`src/rtl/div_seq_if.sv`:
```
// Handshake and datapath bundle between the divider, its operand source and
// the downstream mask-OR stage.
interface div_seq_if #(
    parameter int W = 16
);
    logic         start;
    logic [W-1:0] dividend;
    logic [W-1:0] divisor;
    logic [W-1:0] q_or_i;
    logic [W-1:0] mask_o;
    logic [W-1:0] q_acc_o;
    logic [W-1:0] quotient;
    logic [W-1:0] remainder;
    logic         busy;
    logic         done;
    logic         err_div0;

    modport slave (
        input  start, dividend, divisor, q_or_i,
        output mask_o, q_acc_o, quotient, remainder, busy, done, err_div0
    );

    modport master (
        output start, dividend, divisor, q_or_i,
        input  mask_o, q_acc_o, quotient, remainder, busy, done, err_div0
    );
endinterface

```
`src/rtl/div_seq.sv`:
```
// Restoring unsigned divider, one quotient bit per clock, MSB first. Quotient
// bits are set by an external mask-OR stage fed back through q_or_i.
module div_seq #(
    parameter int W = 16
) (
    input  logic      clk,
    input  logic      rst,
    div_seq_if.slave  bus
);
    localparam int CW = (W > 1) ? $clog2(W) : 1;

    typedef enum logic [1:0] {IDLE, LOAD, CALC, DONE} state_t;

    state_t        state_q, state_d;
    logic [W-1:0]  dvd_q, dvd_d;
    logic [W-1:0]  dvs_q, dvs_d;
    logic [W-1:0]  mask_q, mask_d;
    logic [W-1:0]  qacc_q, qacc_d;
    logic [W-1:0]  rem_q, rem_d;
    logic [W-1:0]  quo_q, quo_d;
    logic [W-1:0]  rout_q, rout_d;
    logic [CW-1:0] cnt_q, cnt_d;
    logic          err_q, err_d;

    logic [W:0]    r_sh;
    logic [W-1:0]  r_sub;
    logic          take;

    // Compare on W+1 bits; when the subtraction is taken the true difference is
    // below the divisor, so the low W bits of the wrapped result are exact.
    always_comb begin
        r_sh  = {rem_q, dvd_q[cnt_q]};
        take  = (r_sh >= {1'b0, dvs_q});
        r_sub = r_sh[W-1:0] - dvs_q;
    end

    always_ff @(posedge clk or negedge rst) begin
        if (!rst) begin
            state_q <= IDLE;
            dvd_q   <= '0;
            dvs_q   <= '0;
            mask_q  <= '0;
            qacc_q  <= '0;
            rem_q   <= '0;
            quo_q   <= '0;
            rout_q  <= '0;
            cnt_q   <= '0;
            err_q   <= 1'b0;
        end else begin
            state_q <= state_d;
            dvd_q   <= dvd_d;
            dvs_q   <= dvs_d;
            mask_q  <= mask_d;
            qacc_q  <= qacc_d;
            rem_q   <= rem_d;
            quo_q   <= quo_d;
            rout_q  <= rout_d;
            cnt_q   <= cnt_d;
            err_q   <= err_d;
        end
    end

    always_comb begin
        state_d = state_q;
        dvd_d   = dvd_q;
        dvs_d   = dvs_q;
        mask_d  = mask_q;
        qacc_d  = qacc_q;
        rem_d   = rem_q;
        quo_d   = quo_q;
        rout_d  = rout_q;
        cnt_d   = cnt_q;
        err_d   = err_q;
        case (state_q)
            IDLE: begin
                if (bus.start) begin
                    state_d = LOAD;
                    dvd_d   = bus.dividend;
                    dvs_d   = bus.divisor;
                    mask_d  = '0;
                    qacc_d  = '0;
                    rem_d   = '0;
                    quo_d   = '0;
                    rout_d  = '0;
                    err_d   = 1'b0;
                end
            end
            LOAD: begin
                if (dvs_q == '0) begin
                    quo_d   = '1;
                    rout_d  = dvd_q;
                    err_d   = 1'b1;
                    state_d = DONE;
                end else begin
                    mask_d  = {1'b1, {(W-1){1'b0}}};
                    cnt_d   = CW'(W - 1);
                    state_d = CALC;
                end
            end
            CALC: begin
                rem_d  = take ? r_sub : r_sh[W-1:0];
                qacc_d = take ? bus.q_or_i : qacc_q;
                mask_d = mask_q >> 1;
                cnt_d  = cnt_q - 1'b1;
                if (cnt_q == '0) begin
                    quo_d   = qacc_d;
                    rout_d  = rem_d;
                    state_d = DONE;
                end
            end
            DONE: state_d = IDLE;
            default: state_d = IDLE;
        endcase
    end

    assign bus.mask_o    = (state_q == CALC) ? mask_q : '0;
    assign bus.q_acc_o   = qacc_q;
    assign bus.quotient  = quo_q;
    assign bus.remainder = rout_q;
    assign bus.busy      = (state_q == LOAD) || (state_q == CALC);
    assign bus.done      = (state_q == DONE);
    assign bus.err_div0  = err_q;
endmodule

```
`src/flat_wrapper.sv`:
```
// flat-port wrapper written by rule: the top's interface ports become plain ports
module div_seq_flat 
#(
    parameter int W = 16
)
  (clk, rst, bus_start, bus_dividend, bus_divisor, bus_q_or_i, bus_mask_o, bus_q_acc_o, bus_quotient, bus_remainder, bus_busy, bus_done, bus_err_div0);
  div_seq_if #(.W(W)) bus_i ();
  input  logic clk;
  input  logic rst;
  input wire logic [$bits(bus_i.start)-1:0] bus_start;
  input wire logic [$bits(bus_i.dividend)-1:0] bus_dividend;
  input wire logic [$bits(bus_i.divisor)-1:0] bus_divisor;
  input wire logic [$bits(bus_i.q_or_i)-1:0] bus_q_or_i;
  output wire logic [$bits(bus_i.mask_o)-1:0] bus_mask_o;
  output wire logic [$bits(bus_i.q_acc_o)-1:0] bus_q_acc_o;
  output wire logic [$bits(bus_i.quotient)-1:0] bus_quotient;
  output wire logic [$bits(bus_i.remainder)-1:0] bus_remainder;
  output wire logic [$bits(bus_i.busy)-1:0] bus_busy;
  output wire logic [$bits(bus_i.done)-1:0] bus_done;
  output wire logic [$bits(bus_i.err_div0)-1:0] bus_err_div0;
  assign bus_i.start = bus_start;
  assign bus_i.dividend = bus_dividend;
  assign bus_i.divisor = bus_divisor;
  assign bus_i.q_or_i = bus_q_or_i;
  assign bus_mask_o = bus_i.mask_o;
  assign bus_q_acc_o = bus_i.q_acc_o;
  assign bus_quotient = bus_i.quotient;
  assign bus_remainder = bus_i.remainder;
  assign bus_busy = bus_i.busy;
  assign bus_done = bus_i.done;
  assign bus_err_div0 = bus_i.err_div0;
  div_seq #(.W(W)) u_core (.clk(clk), .rst(rst), .bus(bus_i));
endmodule
```
`config.mk`:
```
export PLATFORM = sky130hd
export DESIGN_NAME = div_seq_flat
export DESIGN_NICKNAME = d
export VERILOG_FILES = /design/src/rtl/div_seq_if.sv /design/src/rtl/div_seq.sv /design/src/flat_wrapper.sv
export SDC_FILE = /design/constraint.sdc
export NUM_CORES = 1
export LEC_CHECK = 0
export CAP_MARGIN = 10
export CORE_UTILIZATION = 53
export DETAILED_ROUTE_END_ITERATION = 7
export HOLD_SLACK_MARGIN = 0.03
export PLACE_DENSITY_LB_ADDON = 0.08
export SYNTH_ARGS = -nofsm -noshare
export SYNTH_HDL_FRONTEND = slang
export SYNTH_SLANG_ARGS = --single-unit
```
`constraint.sdc`:
```
create_clock -name clk -period 3.4 [get_ports clk]
set_input_delay 1.02 -clock clk [delete_from_list [all_inputs] [get_ports clk]]
set_output_delay 1.02 -clock clk [all_outputs]
set_load 0.02 [all_outputs]
```
==> metrics.txt <==
Max Clk Rate 293 MHz; Iter 0 DRT Violations 408; failing checks negative setup slack; Post-DP Area 8180 µm²; CTS buffer count 17; Final Core Density 76.0%; clk sinks 119; via count 5881; RSZ-0062 raised after global routing yes; Hold Fails Final Rpt 0; Starting Density 55.0%; number of synthesized register bits 119; final std cell area, no fill 9240 µm²; drt wl/cell 19.2 µm; part of the power in the clock network 23.9%; clock skew 0.00857 ns; sequential-to-total area share from yosys stat 44.5%; RR Startpoint u_core.cnt_q[0]; P_int 4.48 mW; worst slew pin tran 0.813 ns; die area 13100 µm²; area added between synthesis and finish 38.2%; Synth Net Count 723; Compound-Gate Fraction of Synth Area 20.1%; Worst slew margin 45.5%; Routed WL 18.8 mm; Max Slew Vio Count 0; NetSw 2.91 mW; Min-Delay Path Depth 1; Synth Area per Inst 10.3 µm²; Critical Path RT 3.75 ns; antenna violations before repair 0; Pre-Repair DR Iteration Count 5; fin nets 870; crit-path max FO 6; post-synth top area cell dfrtp_1; Die W 114 µm; Gate power share 46.5%; Period minus WS final 3.41 ns; clock transition at the registers of the reported paths 0.05 ns; hold worst-path end u_core.mask_q[10]; Reg2Reg Setup Slack -0.01 ns; most common cell in the synthesized netlist dfrtp_1; Synth area leaders dfrtp_1 (45%), mux2_2 (8.3%), mux2i_1 (4.9%); PortBufs 117; number of flops mapped to enable cells by yosys 0; crit share post-route 100%; CTS tree yes; fill count 856; maximum clock path buffer count 2; critical path type reg2reg; ant diodes 0; area share of fa/ha/maj cells after synthesis 4.42%; Pleak 4.03 nW; mux share of post-synthesis cell area 14.0%; Mapped Area 6690 µm²; Power Density 800 nW/µm²; synthesized-area fraction occupied by xor and xnor cells 1.44%; layout cell share with drive strength beyond 1 21.7%; worst skew pair latency 0.42 ns; cell count of the worst reg-to-reg path 13; post-route ant nets 0; final setup violation count 1; Sequential Power Share 29.6%; crit start category flip-flop; HP Class reg2reg; Overall Power 7.39 mW; Die H 114 µm; YS warnings 0; simple-gate portion of the synthesized area 10.8%; Remaining DRCs 0; largest family of logic cells by synthesized area compound AO/OA/AOI/OAI gates; Synth top area share 44.5%; status complete, but fails checks; GR Overflow Total 0; H-tree Lvls 4; Cell Rows 40; most instantiated cells after synthesis dfrtp_1 (119), nand2_1 (58), mux2_2 (49); Sw Ratio 39.4%; Post-DP HPWL 12.7 mm; crit path capture type flip-flop; ys async rst share 100%; largest net degree at the start of global routing 52; All-Layer GR Usage 28.7%; total of max-cap violations 0; first-pass GRT wire length 28.9 mm; RePlAce Congestion 0.884; clk root buf clkbuf_16; setup_tns -0.00979 ns; main flop type after synthesis dfrtp_1; I/O pins 118; R2R Path End u_core.bus.remainder[0]; Worst VDD drop 0.611 mV; HP Start u_core.mask_q[10]; PnR worst setup slack -0.00979 ns; Yosys cell types 56; Worst EP arrival 3.76 ns; number of global-route vias before repair 5780; core area 12200 µm²; synthesized instance count 649; vias per cell 6.03
## worst max-delay path by stage
| stage | endpoint | slack [ns] | depth (start not counted) | start |
|---|---|---|---|---|
| 4_1_cts | u_core.rem_q[1] | -0.02 | 13 | u_core.cnt_q[0] |
| 5_1_grt | u_core.bus.remainder[0] | -0.12 | 13 | u_core.cnt_q[0] |
| 2_1_floorplan | u_core.rem_q[1] | 0.27 | 12 | u_core.cnt_q[0] |
| 3_5_place_dp | u_core.rem_q[1] | -0.34 | 13 | u_core.cnt_q[0] |
| 6_report | u_core.bus.remainder[0] | -0.01 | 13 | u_core.cnt_q[0] |
| 3_3_place_gp | u_core.rem_q[1] | -0.36 | 13 | u_core.cnt_q[0] |
## flip-flops by register name (all words and copies together) (netlist names)
signal                count
u_core.bus.err_div0       1
u_core.bus.q_acc_o       16
u_core.bus.quotient      16
u_core.bus.remainder     16
u_core.cnt_q              4
u_core.dvd_q             16
u_core.dvs_q             16
u_core.mask_q            16
u_core.rem_q             16
u_core.state_q            2
## kinds of logic after synthesis
family / after synthesis
multiplexers: 85
flip-flops: 119
AND/OR/NAND/NOR: 145
XOR/XNOR: 11
AO/OA/AOI/OAI: 195
buffers and inverters: 71
adder cells (fa/ha/maj): 23
## final cells by class
type	count	area, µm²	share of cell area (%)
well taps	168	210	2.27
multi-input cells	460	3650	39.5
flip-flops and latches	119	2980	32.2
clock inverters	8	96.3	1.04
repair buffers	171	1720	18.6
clock buffers	23	488	5.28
inverters	27	101	1.10
## layout by cell type (no fill, tap or decap), drive strengths merged, types with 2 or more instances in the layout
cell,instances
nand2,58
o21bai,2
clkbuf,25
o22ai,2
xnor2,9
ha,22
o211ai,18
nand2b,4
inv,27
o31ai,4
a22oi,32
a221oi,4
mux4,2
a2111oi,2
a21o,26
nand4,20
a21oi,14
clkdlybuf4s50,116
a31oi,9
xor2,2
o21ai,56
a211oi,2
nor2,16
mux2,50
nand3,7
nor2b,4
a22o,16
and2,17
nor4,5
buf,53
o21a,4
nor3,10
mux2i,33
clkinv,5
dfrtp,119
bufinv,2
## metrics by stage
step	worst slack [ns]	cells	hold slack, ns
CTS	-0.0215	964	0.499
global placement	-0.361	927	0.480
detailed placement	-0.338	927	0.486
global route	-0.117	976	0.514
finish	-0.00979	976	0.497
floorplan	0.273	649	0.469
## power groups by stage
stage	registers, mW	clock network, mW	logic, mW
final	2.19	1.76	3.44
after global routing	2.23	1.85	3.69
after CTS	2.17	1.78	3.20
after detailed placement	2.19	0	3.06
after global placement	2.18	0	2.98
after floorplan	2.22	0	1.85
## metal layers
layer | track usage [%] | wire length (µm)
met1 | 35.0 | 7620
met2 | 50.0 | 9780
met3 | 6.19 | 939
met4 | 10.1 | 445
met5 | 0 | 0
## what timing repair did
| action | in CTS | in global routing |
|---|---|---|
| hold buffers | 0 | 0 |
| buffers inserted | 5 | 10 |
| endpoints found under the setup margin | 64 | 64 |
| gates resized for setup | 15 | 55 |
| cloned | 1 | 4 |
| hold endpoints to repair | 0 | 0 |
| pin swaps | 7 | 26 |
## worst max-delay path, cell delays in order, from the launching register on
cell	delay [ns]
dfrtp_2	0.41
buf_6	0.13
mux4_2	0.53
a221oi_4	0.42
ha_4	0.26
nand4_1	0.10
nor4_2	0.07
a2111oi_2	0.35
a21o_1	0.21
o31ai_4	0.10
buf_12	0.17
buf_12	0.14
mux2_4	0.33
o21ai_2	0.13
(Power assumes the default switching activity.)
